==> config.mk <==
export PLATFORM = sky130hd
export DESIGN_NAME = io_uart_bridge
export DESIGN_NICKNAME = d
export VERILOG_FILES = /design/src/rtl/io_uart_bridge.sv
export SDC_FILE = /design/constraint.sdc
export NUM_CORES = 1
export LEC_CHECK = 0
export CORE_ASPECT_RATIO = 0.8
export CORE_MARGIN = 3
export CORE_UTILIZATION = 35
export DETAILED_ROUTE_END_ITERATION = 16
export PLACE_DENSITY_LB_ADDON = 0.12
export SLEW_MARGIN = 10
export SYNTH_ARGS = -nofsm -noshare
export SYNTH_HDL_FRONTEND = slang
export SYNTH_SLANG_ARGS = --single-unit
==> constraint.sdc <==
create_clock -name clock -period 7.3 [get_ports clock]
set_input_delay 1.825 -clock clock [delete_from_list [all_inputs] [get_ports clock]]
set_output_delay 1.825 -clock clock [all_outputs]
set_load 0.05 [all_outputs]
==> src/rtl/io_uart_bridge.sv <==
// Memory-mapped UART on the stack machine I/O bus: TXDATA/STATUS/RXDATA registers,
// TX FIFO feeding an 8N1 serializer, and a synchronized 8N1 deserializer with a one-byte holding register.
module io_uart_bridge #(
    parameter int                    DATA_WIDTH   = 16,
    parameter logic [DATA_WIDTH-1:0] BASE_ADDR    = 16'h4000,
    parameter int                    CLKS_PER_BIT = 217,
    parameter int                    FIFO_DEPTH   = 8
) (
    input  logic                  clock,
    input  logic                  reset,
    input  logic [DATA_WIDTH-1:0] io_addr,
    input  logic                  io_write,
    input  logic [DATA_WIDTH-1:0] io_wr_data,
    output logic [DATA_WIDTH-1:0] io_rd_data,
    output logic                  uart_tx,
    input  logic                  uart_rx,
    output logic [1:0]            tx_state_dbg,
    output logic [1:0]            rx_state_dbg
);

    localparam int AW = (FIFO_DEPTH > 1) ? $clog2(FIFO_DEPTH) : 1;
    localparam int CW = $clog2(CLKS_PER_BIT + 1);
    localparam logic [CW-1:0] BIT_LAST = CW'(CLKS_PER_BIT - 1);
    localparam logic [CW-1:0] BIT_HALF = CW'(CLKS_PER_BIT / 2);
    localparam logic [CW-1:0] CNT_ONE  = CW'(1);
    localparam logic [AW-1:0] PTR_ONE  = AW'(1);
    localparam logic [AW:0]   FILL_ONE = (AW + 1)'(1);
    localparam logic [AW:0]   FILL_MAX = (AW + 1)'(FIFO_DEPTH);

    typedef enum logic [1:0] {S_IDLE, S_START, S_DATA, S_STOP} uart_state_e;

    logic       sel;
    logic [1:0] off;
    logic       wr_txdata, wr_status, wr_rxdata;
    logic       unused_wr_bits;

    assign sel            = (io_addr[DATA_WIDTH-1:2] == BASE_ADDR[DATA_WIDTH-1:2]);
    assign off            = io_addr[1:0];
    assign wr_txdata      = io_write && sel && (off == 2'd0);
    assign wr_status      = io_write && sel && (off == 2'd1);
    assign wr_rxdata      = io_write && sel && (off == 2'd2);
    assign unused_wr_bits = ^io_wr_data[DATA_WIDTH-1:8];

    // TX FIFO: a push while full is dropped; push and pop together leave the fill unchanged.
    logic [7:0]    fifo_mem_q [FIFO_DEPTH];
    logic [AW-1:0] wr_ptr_q, rd_ptr_q;
    logic [AW:0]   count_q;
    logic          fifo_full, fifo_empty, push, pop;

    assign fifo_full  = (count_q == FILL_MAX);
    assign fifo_empty = (count_q == '0);
    assign push       = wr_txdata && !fifo_full;

    always_ff @(posedge clock) begin
        if (reset) begin
            wr_ptr_q <= '0;
            rd_ptr_q <= '0;
            count_q  <= '0;
        end else begin
            if (push) begin
                fifo_mem_q[wr_ptr_q] <= io_wr_data[7:0];
                wr_ptr_q             <= wr_ptr_q + PTR_ONE;
            end
            if (pop) begin
                rd_ptr_q <= rd_ptr_q + PTR_ONE;
            end
            case ({push, pop})
                2'b10:   count_q <= count_q + FILL_ONE;
                2'b01:   count_q <= count_q - FILL_ONE;
                default: count_q <= count_q;
            endcase
        end
    end

    uart_state_e   tx_state_q, tx_state_d;
    logic [CW-1:0] tx_cnt_q, tx_cnt_d;
    logic [2:0]    tx_bit_q, tx_bit_d;
    logic [7:0]    tx_shift_q, tx_shift_d;
    logic          tx_q, tx_d;
    logic          tx_busy;

    // tx_d is the line level for the next cycle, so every bit spans exactly CLKS_PER_BIT cycles.
    always_comb begin
        tx_state_d = tx_state_q;
        tx_cnt_d   = tx_cnt_q;
        tx_bit_d   = tx_bit_q;
        tx_shift_d = tx_shift_q;
        tx_d       = tx_q;
        pop        = 1'b0;
        case (tx_state_q)
            S_IDLE: begin
                if (!fifo_empty) begin
                    pop        = 1'b1;
                    tx_shift_d = fifo_mem_q[rd_ptr_q];
                    tx_cnt_d   = '0;
                    tx_bit_d   = '0;
                    tx_d       = 1'b0;
                    tx_state_d = S_START;
                end
            end
            S_START: begin
                if (tx_cnt_q == BIT_LAST) begin
                    tx_cnt_d   = '0;
                    tx_d       = tx_shift_q[0];
                    tx_state_d = S_DATA;
                end else begin
                    tx_cnt_d = tx_cnt_q + CNT_ONE;
                end
            end
            S_DATA: begin
                if (tx_cnt_q == BIT_LAST) begin
                    tx_cnt_d = '0;
                    if (tx_bit_q == 3'd7) begin
                        tx_d       = 1'b1;
                        tx_state_d = S_STOP;
                    end else begin
                        tx_shift_d = {1'b0, tx_shift_q[7:1]};
                        tx_d       = tx_shift_q[1];
                        tx_bit_d   = tx_bit_q + 3'd1;
                    end
                end else begin
                    tx_cnt_d = tx_cnt_q + CNT_ONE;
                end
            end
            S_STOP: begin
                if (tx_cnt_q == BIT_LAST) begin
                    tx_cnt_d   = '0;
                    tx_state_d = S_IDLE;
                end else begin
                    tx_cnt_d = tx_cnt_q + CNT_ONE;
                end
            end
            default: tx_state_d = S_IDLE;
        endcase
    end

    assign tx_busy = (tx_state_q != S_IDLE) || !fifo_empty;

    logic          sync1_q, sync2_q;
    uart_state_e   rx_state_q, rx_state_d;
    logic [CW-1:0] rx_cnt_q, rx_cnt_d;
    logic [2:0]    rx_bit_q, rx_bit_d;
    logic [7:0]    rx_shift_q, rx_shift_d;
    logic          rx_valid_q, rx_valid_d;
    logic          rx_overrun_q, rx_overrun_d;
    logic [7:0]    rx_byte_q, rx_byte_d;
    logic          frame_ok, rx_load, rx_ovr;

    // The falling edge is seen in IDLE, so START counts from 1 and samples CLKS_PER_BIT/2 into the bit.
    always_comb begin
        rx_state_d = rx_state_q;
        rx_cnt_d   = rx_cnt_q;
        rx_bit_d   = rx_bit_q;
        rx_shift_d = rx_shift_q;
        frame_ok   = 1'b0;
        case (rx_state_q)
            S_IDLE: begin
                if (!sync2_q) begin
                    rx_cnt_d   = CNT_ONE;
                    rx_state_d = S_START;
                end
            end
            S_START: begin
                if (rx_cnt_q == BIT_HALF) begin
                    rx_cnt_d   = '0;
                    rx_bit_d   = '0;
                    rx_state_d = sync2_q ? S_IDLE : S_DATA;
                end else begin
                    rx_cnt_d = rx_cnt_q + CNT_ONE;
                end
            end
            S_DATA: begin
                if (rx_cnt_q == BIT_LAST) begin
                    rx_cnt_d   = '0;
                    rx_shift_d = {sync2_q, rx_shift_q[7:1]};
                    if (rx_bit_q == 3'd7) begin
                        rx_state_d = S_STOP;
                    end else begin
                        rx_bit_d = rx_bit_q + 3'd1;
                    end
                end else begin
                    rx_cnt_d = rx_cnt_q + CNT_ONE;
                end
            end
            S_STOP: begin
                if (rx_cnt_q == BIT_LAST) begin
                    rx_cnt_d   = '0;
                    frame_ok   = sync2_q;
                    rx_state_d = S_IDLE;
                end else begin
                    rx_cnt_d = rx_cnt_q + CNT_ONE;
                end
            end
            default: rx_state_d = S_IDLE;
        endcase
    end

    // rx_valid is the holding register's valid; an RXDATA write is the consumer's ack,
    // and an ack in the completion cycle frees the slot for the arriving byte.
    always_comb begin
        rx_load      = frame_ok && (!rx_valid_q || wr_rxdata);
        rx_ovr       = frame_ok && rx_valid_q && !wr_rxdata;
        rx_byte_d    = rx_load ? rx_shift_q : rx_byte_q;
        rx_valid_d   = rx_load ? 1'b1 : (wr_rxdata ? 1'b0 : rx_valid_q);
        rx_overrun_d = rx_ovr ? 1'b1 : (wr_status ? 1'b0 : rx_overrun_q);
    end

    always_ff @(posedge clock) begin
        if (reset) begin
            tx_state_q   <= S_IDLE;
            tx_cnt_q     <= '0;
            tx_bit_q     <= '0;
            tx_shift_q   <= '0;
            tx_q         <= 1'b1;
            sync1_q      <= 1'b1;
            sync2_q      <= 1'b1;
            rx_state_q   <= S_IDLE;
            rx_cnt_q     <= '0;
            rx_bit_q     <= '0;
            rx_shift_q   <= '0;
            rx_valid_q   <= 1'b0;
            rx_overrun_q <= 1'b0;
            rx_byte_q    <= '0;
        end else begin
            tx_state_q   <= tx_state_d;
            tx_cnt_q     <= tx_cnt_d;
            tx_bit_q     <= tx_bit_d;
            tx_shift_q   <= tx_shift_d;
            tx_q         <= tx_d;
            sync1_q      <= uart_rx;
            sync2_q      <= sync1_q;
            rx_state_q   <= rx_state_d;
            rx_cnt_q     <= rx_cnt_d;
            rx_bit_q     <= rx_bit_d;
            rx_shift_q   <= rx_shift_d;
            rx_valid_q   <= rx_valid_d;
            rx_overrun_q <= rx_overrun_d;
            rx_byte_q    <= rx_byte_d;
        end
    end

    always_comb begin
        io_rd_data = '0;
        if (sel) begin
            case (off)
                2'd0:    io_rd_data = DATA_WIDTH'(count_q);
                2'd1:    io_rd_data[4:0] = {rx_overrun_q, rx_valid_q, tx_busy, fifo_empty, fifo_full};
                2'd2:    io_rd_data[7:0] = rx_byte_q;
                default: io_rd_data = '0;
            endcase
        end
    end

    assign uart_tx      = tx_q;
    assign tx_state_dbg = tx_state_q;
    assign rx_state_dbg = rx_state_q;

endmodule

==> results.py, run 1 <==
metrics = {
    "timing": {
        "final_number_of_hold_violating_endpoints": 0,
        "fin_setup_tns_ns": 0,
        "rsz0062_at_grt": "no",
        "least_margin_pin_slew_ns": 0.972,
        "fin_crit_sh_pct": 82.8,
        "final.setup_skew_ns": 0.0104,
        "slew_violations": 0,
        "setup_violations": 0,
        "tmin_final_ns": 6.04,
        "max_clock_freq_mhz": 166,
        "worst_slew_margin_rel_pct": 35.2,
    },
    "pwr": {
        "totalPowerFinal_uw": 1710,
        "vdd.ir_drop.worst_v": 0.000156,
        "cellPowerDensity_mw_per_mm2": 232,
        "cellLeakagePower_uw": 0.00259,
    },
    "floorplanning": {
        "die-area_mm2": 0.0195,
        "floorplan.die.width_um": 155,
        "fp.coreArea_mm2": 0.0170,
        "floorplan.die.height_um": 125,
        "initial_utilization_pct": 36.7,
        "rows": 42,
        "io_pins": 57,
    },
    "placed_design": {
        "port_buffers": 40,
        "dp_hpwl_um": 9160,
        "place.gp.congestion": 0.785,
    },
    "cts": {
        "clock_sinks": 132,
        "clock_transition_at_the_register_clock_pins_on_the_worst_setup_and_hold_paths_after_cts_ns": 0.06,
        "cts-root-to-sink-buffers": 2,
        "post_cts_resized": 0,
        "tritoncts": "done",
        "cts.repair_timing.setup_buffer_count": 0,
        "ctsHoldBuffers": 0,
        "cts-buffers-inserted": 17,
        "worst_skew_pair.late_latency_ns": 0.42,
        "cts_max_level": 4,
        "ctsRootBufferMaster": "sky130_fd_sc_hd__clkbuf_16",
    },
    "final_layout": {
        "num-fill-cells": 1562,
        "layout_common_cells": "sky130_fd_sc_hd__dfxtp_1, sky130_fd_sc_hd__edfxtp_1, sky130_fd_sc_hd__nand2_1, sky130_fd_sc_hd__nor2_1, sky130_fd_sc_hd__clkdlybuf4s50_1",
        "area.sequential_mm2": 0.00328,
        "synth_to_layout_area_growth_pct": 18.2,
        "final_layout_size_suffix_gt1_share_pct": 12.2,
        "total_area_of_multi_input_combinational_cells_mm2": 0.00272,
        "insertedDiodeCount": 0,
        "nets": 639,
        "mostFrequentLayoutCell": "sky130_fd_sc_hd__dfxtp_1",
    },
    "routing": {
        "remaining_drc_errors": 0,
        "routed-via-count": 4428,
        "vias_per_cell": 5.41,
        "totalWireLength_um": 13800,
        "detailedRoute.firstPassIterationCount": 4,
        "ant_nets": 0,
        "route.detailed.wl_per_inst_um": 16.8,
        "drt_iter0_drc": 301,
    },
    "synth": {
        "yosys_register_bits": 132,
        "synth-seq-area-share_pct": 52.7,
        "count_of_flip_flops_with_a_built_in_enable_after_synthesis": 64,
        "yosys_warnings": 0,
        "gate_count_after_technology_mapping": 552,
        "synth_cell_type_count": 70,
        "post_syn_area_mm2": 0.00623,
        "ys_async_sr_fraction_pct": 0,
        "syn_area_per_cell_um2": 11.3,
        "synth_flop_type": "sky130_fd_sc_hd__dfxtp_1",
    },
    "setup_path": {
        "cp_data_arrival_time_ns": 4.22,
        "cpMaxStageDelayCell": "sky130_fd_sc_hd__clkdlybuf4s50_1",
        "critPathKind": "in2out",
        "worst_flop_to_flop_path_startpoint": "count_q[1]",
        "timing.critical_path.cells": "clkdlybuf4s50_1 -> nor4b_1 -> nand4_1 -> nor2_1 -> clkdlybuf4s50_1",
        "worst-endpoint-required_ns": 5.48,
        "worst-path-max-fanout": 9,
        "cell_occurring_most_often_along_the_worst_timing_path": "sky130_fd_sc_hd__clkdlybuf4s50_1",
        "setup.worst_path.end_class": "output pin",
        "worstSetupStartpointType": "input pin",
        "critical_path.max_stage_delay_ns": 0.84,
        "critical_path.reg2reg.endpoint": "count_q[2]",
        "reg2reg_depth": 10,
        "ff2ff_setup_slack_ns": 4.39,
    },
    "min_path": {
        "worst_hold_path.endpoint": "sync2_q",
        "worstHoldPathCells": 1,
        "hold_path_class": "reg2reg",
        "holdCritStartpoint": "sync1_q",
    },
    "status": {
        "outcome": "completed",
    },
    "global_routing": {
        "grt_pass1_wl_um": 22900,
        "grt_pass1_vias": 4305,
        "globalRouteTotalUtil_pct": 14.9,
        "grt_antenna_before_repair": 0,
        "grt_max_degree": 59,
        "global_route.overflow_total": 0,
    },
    "flow_run": {
        "drv_cap": 0,
    },
}
[layout make-up]
type / instances / share of cell area, %
Clock inverter: 15 / 2.46
Timing Repair Buffer: 45 / 5.88
Tap cell: 220 / 3.74
Clock buffer: 17 / 5.77
Multi-Input combinational cell: 377 / 36.9
Sequential cell: 132 / 44.6
Inverter: 13 / 0.662
[sequential cells by signal, indices dropped and copies added, names as in the netlist, named ones only]
register      flops
rx_state_dbg      1
wr_ptr_q          3
sync2_q           1
rd_ptr_q          3
tx_state_dbg      2
uart_tx           1
rx_byte_q         8
rx_shift_q        8
sync1_q           1
rx_cnt_q          8
tx_shift_q        8
tx_cnt_q          8
rx_valid_q        1
rx_overrun_q      1
count_q           4
tx_bit_q          3
rx_bit_q          3
fifo_mem_q       64
[metal layers]
metal | share of wire, % | vias up | track usage, %
met5 | 0 | - | 0
met2 | 45 | 112 | 21.9
met3 | 4.9 | 9 | 3.90
li1 | - | 2144 | -
met4 | 0.81 | 0 | 4.79
met1 | 49 | 2163 | 21.5
[how the worst max path moves through the flow]
stage                      from             to  slack (ns)  depth (start not counted)
detailed placement  io_addr[13]  io_rd_data[3]        1.26                          5
floorplan           io_addr[13]  io_rd_data[0]        2.22                          3
CTS                 io_addr[13]  io_rd_data[3]        1.25                          5
finish              io_addr[13]  io_rd_data[3]        1.26                          5
global route        io_addr[14]  io_rd_data[0]        1.04                          5
global placement    io_addr[13]  io_rd_data[2]        1.34                          5
[critical path, delay by kind of cell]
family | cells | cell delay (ns)
buffers and inverters | 2 | 1.24
AND/OR/NAND/NOR | 3 | 1.15
[synth_stat cells, types with 4 or more instances]
master / count / area share [%]
sky130_fd_sc_hd__xor2_1: 5 / 0.70
sky130_fd_sc_hd__nor4_1: 7 / 0.70
sky130_fd_sc_hd__nand2_1: 48 / 2.9
sky130_fd_sc_hd__nand2b_1: 6 / 0.60
sky130_fd_sc_hd__a22o_1: 6 / 0.84
sky130_fd_sc_hd__mux4_2: 16 / 5.8
sky130_fd_sc_hd__nor3_1: 12 / 0.96
sky130_fd_sc_hd__o21ai_0: 23 / 1.8
sky130_fd_sc_hd__nand3_1: 21 / 1.7
sky130_fd_sc_hd__a311oi_1: 5 / 0.70
sky130_fd_sc_hd__a31oi_1: 4 / 0.40
sky130_fd_sc_hd__nor2_1: 46 / 2.8
sky130_fd_sc_hd__a211oi_1: 4 / 0.48
sky130_fd_sc_hd__nor2b_1: 6 / 0.60
sky130_fd_sc_hd__o211ai_1: 7 / 0.84
sky130_fd_sc_hd__buf_4: 10 / 1.2
sky130_fd_sc_hd__clkbuf_1: 16 / 0.96
sky130_fd_sc_hd__and3_1: 5 / 0.50
sky130_fd_sc_hd__a21oi_1: 29 / 2.3
sky130_fd_sc_hd__inv_1: 12 / 0.72
sky130_fd_sc_hd__o31ai_1: 4 / 0.48
sky130_fd_sc_hd__mux2i_1: 32 / 5.1
sky130_fd_sc_hd__buf_2: 4 / 0.32
sky130_fd_sc_hd__ha_1: 17 / 3.4
sky130_fd_sc_hd__dfxtp_1: 68 / 22
sky130_fd_sc_hd__or3_1: 4 / 0.40
sky130_fd_sc_hd__nand4_1: 8 / 0.80
sky130_fd_sc_hd__edfxtp_1: 64 / 31
[per-stage QoR]
| stage | cells | instance area, um^2 | worst slack [ns] | util (%) | hold slack (ns) |
|---|---|---|---|---|---|
| 5_1_grt | 819 | 7370 | 1.04 | 43.4 | 0.444 |
| 2_1_floorplan | 559 | 6260 | 2.22 | - | 0.389 |
| 6_report | 819 | 7370 | 1.26 | 43.4 | 0.417 |
| 4_1_cts | 819 | 7370 | 1.25 | 43.4 | 0.422 |
| 3_5_place_dp | 787 | 6760 | 1.26 | 39.8 | 0.399 |
| 3_3_place_gp | 787 | 6760 | 1.34 | 39.8 | 0.405 |
[report_power, final]
group | internal, uW | leakage (uW) | switching, uW
registers | 777 | 0.00112 | 2.11
logic | 19.4 | 0.00117 | 35.1
clock network | 520 | 0.000295 | 357
[kinds of logic (layout without fill, tap and decap cells)]
logic type                 after synthesis  after routing  synth area share [%]
muxes                                   50             50                  11.3
AOI/OAI and AO/OA                      106            106                  11.5
adders and majority gates               17             17                  3.41
other                                    1              8                0.0601
xor gates and xnor gates                 5              5                 0.702
buffers and inverters                   50             90                  4.37
DFF                                    132            132                  52.7
and+or+nand+nor                        191            191                  16.0
No activity file was read; power rests on OpenSTA's default activity.
==> run 2, diff against run 1 <==
==> constraint.sdc (replaced) <==
create_clock -name clock -period 5.4 [get_ports clock]
set_input_delay 1.35 -clock clock [delete_from_list [all_inputs] [get_ports clock]]
set_output_delay 1.35 -clock clock [all_outputs]
set_load 0.05 [all_outputs]
==> run 2 against run 1 <==
- first-iteration DRC count shrank 17%
- combinational power grew 37%
- die area is the same
- critical path type unchanged
- critical endpoint is now io_rd_data[7]
==> results.py, run 2 (synthesized netlist as in run 1, its figures left out) <==
metrics = {
    "placed_design": {
        "placedCellCount": 791,
        "port_buffers": 40,
        "place_ws_ns": 0.432,
        "dp_hpwl_um": 9150,
        "place.gp.congestion": 0.814,
    },
    "cts": {
        "worst_skew_pair.late_latency_ns": 0.43,
        "ctsHoldBuffers": 0,
        "cts-buffers-inserted": 17,
        "cts.repair_timing.setup_buffer_count": 0,
        "post_cts_resized": 0,
        "clock_sinks": 132,
        "ctsRootBufferMaster": "sky130_fd_sc_hd__clkbuf_16",
        "clock_transition_at_the_register_clock_pins_on_the_worst_setup_and_hold_paths_after_cts_ns": 0.06,
        "tritoncts": "done",
        "cts_max_level": 4,
        "cts-root-to-sink-buffers": 2,
    },
    "timing": {
        "rsz0062_at_grt": "no",
        "setup_slack_ns": 0.410,
        "slew_violations": 0,
        "max_clock_freq_mhz": 200,
        "fin_setup_tns_ns": 0,
        "setup_violations": 0,
        "fin_crit_sh_pct": 92.4,
        "least_margin_pin_slew_ns": 0.969,
        "final_number_of_hold_violating_endpoints": 0,
        "worst_slew_margin_rel_pct": 35.2,
        "tmin_final_ns": 4.99,
        "final.setup_skew_ns": 0.0132,
    },
    "routing": {
        "detailedRoute.firstPassIterationCount": 4,
        "ant_nets": 0,
        "totalWireLength_um": 13800,
        "vias_per_cell": 5.33,
        "routed-via-count": 4383,
        "route.detailed.wl_per_inst_um": 16.8,
        "remaining_drc_errors": 0,
        "drt_iter0_drc": 249,
    },
    "setup_path": {
        "critical_path.reg2reg.endpoint": "count_q[2]",
        "worst-path-max-fanout": 6,
        "worstSetupStartpointType": "input pin",
        "setup.worst_path.end_class": "output pin",
        "reg2reg_depth": 10,
        "critPathKind": "in2out",
        "ff2ff_setup_slack_ns": 2.46,
        "worst-endpoint-required_ns": 4.05,
        "cp_data_arrival_time_ns": 3.64,
        "worst_flop_to_flop_path_startpoint": "count_q[1]",
    },
    "floorplanning": {
        "floorplan.die.width_um": 155,
        "rows": 42,
        "initial_utilization_pct": 36.7,
        "io_pins": 57,
        "floorplan.die.height_um": 125,
        "die-area_mm2": 0.0195,
        "fp.coreArea_mm2": 0.0170,
    },
    "final_layout": {
        "final_layout_size_suffix_gt1_share_pct": 12.9,
        "largest_register_ff_count": 64,
        "mostFrequentLayoutCell": "sky130_fd_sc_hd__dfxtp_1",
        "layout_common_cells": "sky130_fd_sc_hd__dfxtp_1, sky130_fd_sc_hd__edfxtp_1, sky130_fd_sc_hd__nand2_1, sky130_fd_sc_hd__nor2_1, sky130_fd_sc_hd__clkdlybuf4s50_1",
        "final_core_util_pct": 43.1,
        "insertedDiodeCount": 0,
        "nets": 643,
        "synth_to_layout_area_growth_pct": 17.4,
        "registers.top_by_ff_count": "fifo_mem_q",
        "layout.cells.non_filler": 823,
    },
    "min_path": {
        "hold_path_class": "reg2reg",
        "worstHoldPathCells": 1,
        "holdCritStartpoint": "sync1_q",
        "worst_hold_path.endpoint": "sync2_q",
    },
    "global_routing": {
        "grt_pass1_wl_um": 22800,
        "grt_pass1_vias": 4340,
        "global_route.overflow_total": 0,
        "grt.met1_usage_pct": 21.0,
        "grt_max_degree": 58,
        "grt.met2_usage_pct": 22.1,
        "groute.layer.met3.usage_pct": 4.32,
        "grt.busiest_layer": "met2",
        "globalRouteTotalUtil_pct": 14.8,
        "grt_antenna_before_repair": 0,
    },
    "pwr": {
        "vdd.ir_drop.worst_v": 0.000216,
        "combPwrFrac_pct": 3.3,
        "cellLeakagePower_uw": 0.00260,
        "cellPowerDensity_mw_per_mm2": 304,
        "totalPowerFinal_uw": 2220,
        "p_switching_uw": 542,
        "netSwitchingFraction_pct": 24.4,
        "seq_power_share_pct": 47.3,
        "clock_power_share_pct": 49.3,
        "internal-power_uw": 1680,
    },
    "status": {
        "outcome": "completed",
    },
    "flow_run": {
        "drv_cap": 0,
    },
}
[run 2: cell count changes in the layout (fill, tap and decap cells not counted), sizes merged]
cell           delta
clkdlybuf4s50     -5
clkinvlp          +1
bufinv            -2
clkinv            +2
inv               -1
buf               +9
[run 2: worst max path at each step]
stage                      from            end  slack, ns  cells after the start
global route        io_addr[13]  io_rd_data[7]       0.29                      5
CTS                 io_addr[13]  io_rd_data[6]       0.41                      5
global placement    io_addr[13]  io_rd_data[6]       0.47                      5
detailed placement  io_addr[13]  io_rd_data[6]       0.43                      5
floorplan           io_addr[13]  io_rd_data[0]       1.27                      3
finish              io_addr[13]  io_rd_data[7]       0.41                      5
[run 2: final cells by class]
| type | instances | area, um^2 |
|---|---|---|
| repair buffers | 49 | 450 |
| flip-flops and latches | 132 | 3280 |
| well taps | 220 | 275 |
| multi-input cells | 377 | 2710 |
| inverters | 13 | 48.8 |
| clock buffers | 17 | 425 |
| clock inverters | 15 | 133 |
| fillers | 1586 | 9650 |
[run 2: worst max-delay path, cell delays in order]
cell,delay [ns]
sky130_fd_sc_hd__clkdlybuf4s50_1,0.41
sky130_fd_sc_hd__nor4b_1,0.50
sky130_fd_sc_hd__and4_1,0.38
sky130_fd_sc_hd__and3_1,0.20
sky130_fd_sc_hd__clkdlybuf4s50_1,0.80
[run 2: layer usage]
layer	up-vias	part of all wire (%)	wire [um]
li1	2146	-	-
met1	2127	49	6780
met2	98	45	6260
met3	12	4.5	614
met4	0	1.0	140
met5	-	0	0
[run 2: through the flow]
stage | cell area (um^2) | hold slack (ns)
2_1_floorplan | 6260 | 0.389
3_3_place_gp | 6760 | 0.406
3_5_place_dp | 6760 | 0.398
4_1_cts | 7320 | 0.418
5_1_grt | 7320 | 0.429
6_report | 7320 | 0.414
[run 2: power by group through the flow]
stage	Sequential [uW]	Combinational, uW	Clock [uW]
global placement	1070	73.0	0
global route	1050	80.6	1180
detailed placement	1070	74.6	0
floorplan	1080	44.4	0
finish	1050	74.4	1100
CTS	1050	74.7	1130
==> run 3, diff against run 2 <==
--- a/config.mk
+++ b/config.mk
@@ -10,6 +10,7 @@
 export CORE_UTILIZATION = 35
 export DETAILED_ROUTE_END_ITERATION = 16
 export PLACE_DENSITY_LB_ADDON = 0.12
+export SETUP_SLACK_MARGIN = 0.2
 export SLEW_MARGIN = 10
 export SYNTH_ARGS = -nofsm -noshare
 export SYNTH_HDL_FRONTEND = slang
==> results of run 3 <==
The final DEF is identical to that of run 2; final timing and power are the same.
